## src/rtl/round_controller.sv

```systemverilog
// rtl/round_controller.sv - session sequencer: request pattern, show it, time the response window, score
module round_controller #(
    parameter int TICK_DIV   = 300_000_000,
    parameter int SHOW_TICKS = 1,
    parameter int WAIT_TICKS = 1,
    parameter int NUM_ROUNDS = 8
) (
    input  logic       clk,
    input  logic       rst_n,
    input  logic       start,
    input  logic       abort,
    output logic       gen_req,
    input  logic       gen_ack,
    input  logic [3:0] gen_bits,
    input  logic [3:0] user_bits,
    output logic       disp_en,
    output logic [3:0] disp_bits,
    output logic       match,
    output logic [3:0] score,
    output logic [3:0] round_idx,
    output logic       busy,
    output logic       done
);

    typedef enum logic [2:0] {
        S_IDLE,
        S_REQ,
        S_SHOW,
        S_WAIT,
        S_CHECK,
        S_DONE
    } state_t;

    localparam logic [28:0] TICK_LAST  = 29'(TICK_DIV - 1);
    localparam logic [3:0]  SHOW_LAST  = 4'(SHOW_TICKS - 1);
    localparam logic [3:0]  WAIT_LAST  = 4'(WAIT_TICKS - 1);
    localparam logic [3:0]  ROUND_LAST = 4'(NUM_ROUNDS - 1);

    state_t      state;
    logic [28:0] tick_div_cnt;
    logic [3:0]  tick_cnt;
    logic [3:0]  pattern;
    logic [3:0]  sampled;
    logic        tick;
    logic        match_now;

    assign tick      = (tick_div_cnt == TICK_LAST);
    assign match_now = (sampled == pattern);

    always_ff @(posedge clk) begin
        if (!rst_n) begin
            state        <= S_IDLE;
            tick_div_cnt <= '0;
            tick_cnt     <= '0;
            pattern      <= '0;
            sampled      <= '0;
            gen_req      <= 1'b0;
            disp_en      <= 1'b0;
            disp_bits    <= '0;
            match        <= 1'b0;
            score        <= '0;
            round_idx    <= '0;
            busy         <= 1'b0;
            done         <= 1'b0;
        end else begin
            done <= 1'b0;
            if (state == S_IDLE) begin
                if (start) begin
                    state     <= S_REQ;
                    gen_req   <= 1'b1;
                    busy      <= 1'b1;
                    score     <= '0;
                    round_idx <= '0;
                    match     <= 1'b0;
                end
            end else if (abort) begin
                // Results of the interrupted session stay visible; only activity stops.
                state     <= S_IDLE;
                gen_req   <= 1'b0;
                disp_en   <= 1'b0;
                disp_bits <= '0;
                busy      <= 1'b0;
            end else begin
                if (state == S_SHOW || state == S_WAIT) begin
                    tick_div_cnt <= tick ? 29'd0 : tick_div_cnt + 29'd1;
                    if (tick) begin
                        tick_cnt <= tick_cnt + 4'd1;
                    end
                end
                case (state)
                    S_REQ: begin
                        if (gen_ack) begin
                            pattern      <= gen_bits;
                            gen_req      <= 1'b0;
                            disp_en      <= 1'b1;
                            disp_bits    <= gen_bits;
                            tick_div_cnt <= '0;
                            tick_cnt     <= '0;
                            state        <= S_SHOW;
                        end
                    end
                    S_SHOW: begin
                        if (tick && tick_cnt == SHOW_LAST) begin
                            disp_en      <= 1'b0;
                            disp_bits    <= '0;
                            tick_div_cnt <= '0;
                            tick_cnt     <= '0;
                            state        <= S_WAIT;
                        end
                    end
                    S_WAIT: begin
                        if (tick && tick_cnt == WAIT_LAST) begin
                            sampled <= user_bits;
                            state   <= S_CHECK;
                        end
                    end
                    S_CHECK: begin
                        match <= match_now;
                        if (match_now && score != 4'd15) begin
                            score <= score + 4'd1;
                        end
                        if (round_idx == ROUND_LAST) begin
                            done  <= 1'b1;
                            state <= S_DONE;
                        end else begin
                            round_idx <= round_idx + 4'd1;
                            gen_req   <= 1'b1;
                            state     <= S_REQ;
                        end
                    end
                    S_DONE: begin
                        busy  <= 1'b0;
                        state <= S_IDLE;
                    end
                    default: ;
                endcase
            end
        end
    end

endmodule

```

## config.mk

```make
export PLATFORM = sky130hd
export DESIGN_NAME = round_controller
export DESIGN_NICKNAME = d
export VERILOG_FILES = /design/src/rtl/round_controller.sv
export SDC_FILE = /design/constraint.sdc
export NUM_CORES = 1
export LEC_CHECK = 0
export ABC_AREA = 1
export ABC_CLOCK_PERIOD_IN_PS = 2600
export CORE_MARGIN = 10
export CORE_UTILIZATION = 45
export CTS_CLUSTER_SIZE = 40
export DETAILED_ROUTE_END_ITERATION = 8
export REMOVE_ABC_BUFFERS = 1
export SLEW_MARGIN = 20
export SYNTH_ARGS = -nofsm -noshare
export SYNTH_HDL_FRONTEND = slang
export SYNTH_SLANG_ARGS = --single-unit
```

## constraint.sdc

```tcl
create_clock -name clk -period 2.6 [get_ports clk]
set_input_delay 0.52 -clock clk [delete_from_list [all_inputs] [get_ports clk]]
set_output_delay 0.52 -clock clk [all_outputs]
set_load 0.01 [all_outputs]
```

# Word-level counts from Yosys, hierarchy flattened
# Cells that the tools add are included.
# W data, S select, Z words.
# classes
addsub	4
mul	0
div	0
n_lt_le_gt_ge	0
eq_ne	18
n_shift	0
n_mux	49
bitwise	4
n_reduce_logical	22
# op_table
operator	count
$mux W29	4
$mux W4	16
$pmux W29 S2	1
$add A29 B1 Y29 const B	1
$eq A29 B29 Y1 const B	1
$reduce_and A4 Y1	6
$mux W3	7
$mux W1	16
$pmux W4 S2	2
$pmux W3 S5	1
$add A4 B1 Y4 const B	3
$ne A4 B4 Y1 const B	3
$ne A4 B3 Y1 const B	2
$reduce_bool A7 Y1	1
$eq A3 B2 Y1 const B	2
$eq A3 B3 Y1 const B	2
$reduce_bool A3 Y1	2
$reduce_and A5 Y1	1
$eq A4 B3 Y1 const B	1
$eq A4 B4 Y1	1
$logic_not A4 Y1	1
$ne A2 B2 Y1 const B	2
$not A1 Y1	4
$pmux W1 S2	2
other kinds (12)	15
# totals
register_bits	61
latch_bits	0
ram_bits	0
rom_bits	0
inputBits	13
wordCells	110
memories	0

# Logic depth before layout (Yosys ltp)
# logic_depth
depth_word	6
mapped_depth	12

# Worst setup path before layout
# No wires, ideal clock.
# synth_timing
kind	flip-flop to flip-flop
startpoint	reg tick_div_cnt[0]
endpoint	reg tick_div_cnt[7]
t_arrival_ps	1542
t_required_ps	2484
setup_slack_ps	942
path_stages_with_launch	12
path_buffers	1
period_less_slack_ps	1658
cell_sequence	dfxtp_1 -> ha_1 -> nand2_1 -> nor2_1 -> nand2_2 -> nor2_4 -> nand4_4 -> nand3_2 -> nand2_4 -> nand2_4 -> buf_6 -> nor2_1
# synth_via
elab_chain_cells	5
elab_cells_between_ends	8
cone_classes	1 x add/sub; 1 x eq/ne; 5 x mux; 1 x reduce/logical
# synth_rtl
item	line_no	rtl
from (decl)	40	logic [28:0] tick_div_cnt;
from (signal assigned)	85	tick_div_cnt <= tick ? 29'd0 : tick_div_cnt + 29'd1;
$add A29 B1 Y29 / $eq A29 B29 Y1 (equally long branches)	85, 47	
$mux W29	85	
$mux W29	84	if (state == S_SHOW || state == S_WAIT) begin
$mux W29 (on tied branches)	103, 92	
$pmux W29 S2 *	90	case (state)
# Every way passes the cells marked *; elsewhere a longest branch is shown, timed or not.
# A chain may end at the register's enable or synchronous reset.

# Final worst setup path
# layout_timing
startpoint	reg tick_div_cnt[1]
endpoint	reg tick_div_cnt[22]
# The elaborated chain is that of the path after synthesis.

==> run_results.csv <==
group,metric,value,unit
timing,period_share,76.1,%
floorplan,row_count,31,
synthesis,ys.flop_type,"dfxtp_1",
timing,hold_viol,0,
pwr,p_per_area,707,mW/mm²
global_route,grt_pass1_vias,3030,
status,status,"completed",
critical_path,r2r-start,"tick_div_cnt[1]$_SDFFE_PN0N_",
critical_path,crit_start,"tick_div_cnt[1]$_SDFFE_PN0N_",
layout,drive_above_1_share,11.9,%
floorplan,fp.dieH,107,µm
cts,clock_latency,0.34,ns
routing,drt_wl_total,7990,µm
critical_path,path_class,"reg -> reg",
global_route,antenna_found_initial,0,
critical_path,cp-start-kind,"flop",
timing,max_freq,506,MHz
routing,wire_per_inst,13.1,µm
routing,dr.pass1.iters,5,
placed_design,dp_cells,594,
layout,layout_common_cells,"91 x nand2_1, 74 x nor2_1, 61 x dfxtp_1",
cts,cts_hold_buf,0,
timing,post-route-min-period,1.98,ns
critical_path,slowest_delay,0.38,ns
synthesis,yosys-top-cells-area,"dfxtp_1 36%, nand2_1 10%, nor2_1 8.2%",
pwr,ir_drop,444,µV
floorplan,dieArea,0.0113,mm²
hold_path,hp-class,"reg -> reg",
cts,clock_sinks,61,
critical_path,path_cells,"ha_1, nand2_1, nor2_1, nand2_2, nor2_4, nand4_4, nand3_2, nand2_4, nand2_4, nor2_1",
critical_path,critPathBufInv,0,
synthesis,syn_area_per_cell,7.17,µm²
critical_path,crit_family,"simple AND/OR/NAND/NOR gates",
layout,final_nets,526,
synthesis,ys_warn_count,0,
critical_path,end_kind,"flop",
routing,ant_nets,0,
synthesis,syn_area,0.00337,mm²
synthesis,synth_top_area_share,36.2,%
floorplan,core_area,0.00725,mm²
cts,cts_buffers,9,
critical_path,reg2reg_slack,0.62,ns
routing,vias,3048,
cts,cts_setup_buffers,0,
synthesis,ys_ff_latch,61,
synthesis,seq_area_frac_synth,36.2,%
global_route,overflow,0,
timing,rsz0062_at_grt,"false",
timing,finalSetupViolCount,0,
critical_path,cp_max_fo,25,
critical_path,crit_required,2.82,ns
timing,worst_slew_pin_slew,0.479,ns
timing,clock_skew,0.00883,ns
global_route,grt_max_degree,26,
layout,nFillCells,764,
layout,mostFrequentLayoutCell,"nand2_1",
synthesis,async_reset_ff_share,0,%
layout,postLayoutCoreUtil,54.5,%
placed_design,portBuffers,29,
layout,area_growth,17.3,%
routing,drc,0,
hold_path,min_from,"match$_SDFFE_PN0P_",
critical_path,crit_arrival,2.20,ns
timing,finalMaxSlewViolations,0,
global_route,grt_pass1_wl,13800,µm
placed_design,dp_hpwl,6060,µm
synthesis,synth_edf_count,0,
floorplan,ios,30,
placed_design,place_congestion,0.862,
pwr,leakage,1.64,nW
routing,drtIter0Drc,109,
cts,cts-resized-gates,0,
cts,htree_levels,3,
synthesis,ys_types,43,
synthesis,postSynthCellCount,470,
global_route,grtUsageTotal,14.7,%
layout,n_antenna_cell,0,
layout,final_cell_count_no_fill,610,
timing,max_slew_margin,67.9,%
cts,cts_tree,"done",
timing,setup_tns,0,ns
synthesis,synth_top_cell_by_area,"dfxtp_1",
routing,vias_per_cell,5.00,
cts,root_buffer,"clkbuf_8",
cts,clock_path_buffers,2,
floorplan,die_w,107,µm
run,drv_cap,0,
cts,clk_pin_slew,0.07,ns
critical_path,slowest_stage,"dfxtp_1",
floorplan,start_util,46.5,%
==> where the power goes <==
group          internal (mW)  total, mW  switching [mW]
combinational          0.310      0.841           0.531
sequential              1.01       1.11          0.0962
clock                  0.465      0.849           0.384
total                   1.78       2.80            1.01
==> synthesized netlist by cell type, types with 3 or more instances <==
cell,instances
buf_6,3
xor2_1,17
nor2_1,74
a21oi_1,29
inv_2,6
nand2_2,7
nor2_2,4
ha_1,7
dfxtp_1,61
nor3_1,12
nand4_1,16
or2_2,3
nand2_4,3
inv_1,55
nand2_1,91
o21ai_0,16
nor2_4,6
nand3_2,3
nand3_1,26
==> metrics by stage <==
step | hold WS, ns | instance area (µm²) | total power, mW | setup slack [ns]
2_1_floorplan | 0.453 | 3320 | 1.69 | 0.895
3_3_place_gp | 0.463 | 3750 | 1.96 | 0.351
3_5_place_dp | 0.456 | 3750 | 1.97 | 0.299
4_1_cts | 0.472 | 3950 | 2.83 | 0.602
5_1_grt | 0.495 | 3950 | 3.00 | 0.404
6_report | 0.468 | 3950 | 2.80 | 0.622
==> area by class of cell <==
class / count / area [µm²] / share of cell area, %
Inverter: 62 / 233 / 5.89
Multi-Input combinational cell: 341 / 1870 / 47.3
Clock inverter: 6 / 62.6 / 1.58
Tap cell: 99 / 124 / 3.13
Clock buffer: 10 / 138 / 3.48
Sequential cell: 61 / 1220 / 30.9
Timing Repair Buffer: 31 / 305 / 7.72
==> sequential cells by signal (all words and copies together) (netlist names), 3 cells and up <==
register / count
sampled: 4
state: 3
score: 4
tick_div_cnt: 29
pattern: 4
tick_cnt: 4
disp_bits: 4
round_idx: 4
==> cells by family (layout without fill, tap and decap cells) <==
group | after synthesis | in the layout | share of synthesized area [%]
simple gates | 259 | 259 | 38.8
buf+inv | 68 | 109 | 8.24
flops | 61 | 61 | 36.2
compound gates | 57 | 57 | 9.40
xor+xnor | 18 | 18 | 4.68
fa+ha+maj | 7 | 7 | 2.60
==> path summary, 6_finish.rpt <==
check,depth (start not counted),end
hold reg to reg,2,match$_SDFFE_PN0P_
hold / removal,2,match$_SDFFE_PN0P_
setup / recovery,10,tick_div_cnt[22]$_SDFFE_PN0N_
setup reg to reg,10,tick_div_cnt[22]$_SDFFE_PN0N_
==> layer usage <==
| layer | track usage (%) | up-vias | wire length, µm |
|---|---|---|---|
| met3 | 5.80 | 7 | 509 |
| li1 | - | 1600 | - |
| met4 | 5.80 | 0 | 109 |
| met2 | 23.5 | 67 | 3660 |
| met5 | 0 | - | 0 |
| met1 | 17.4 | 1374 | 3710 |
==> worst register-to-register path, stage by stage (launching register included) <==
cell and delay [ns]:
dfxtp_1 0.38, ha_1 0.19, nand2_1 0.08, nor2_1 0.19, nand2_2 0.12, nor2_4 0.17, nand4_4 0.18, nand3_2 0.13
nand2_4 0.10, nand2_4 0.25, nor2_1 0.09
Power figures use the tool's default switching activity.
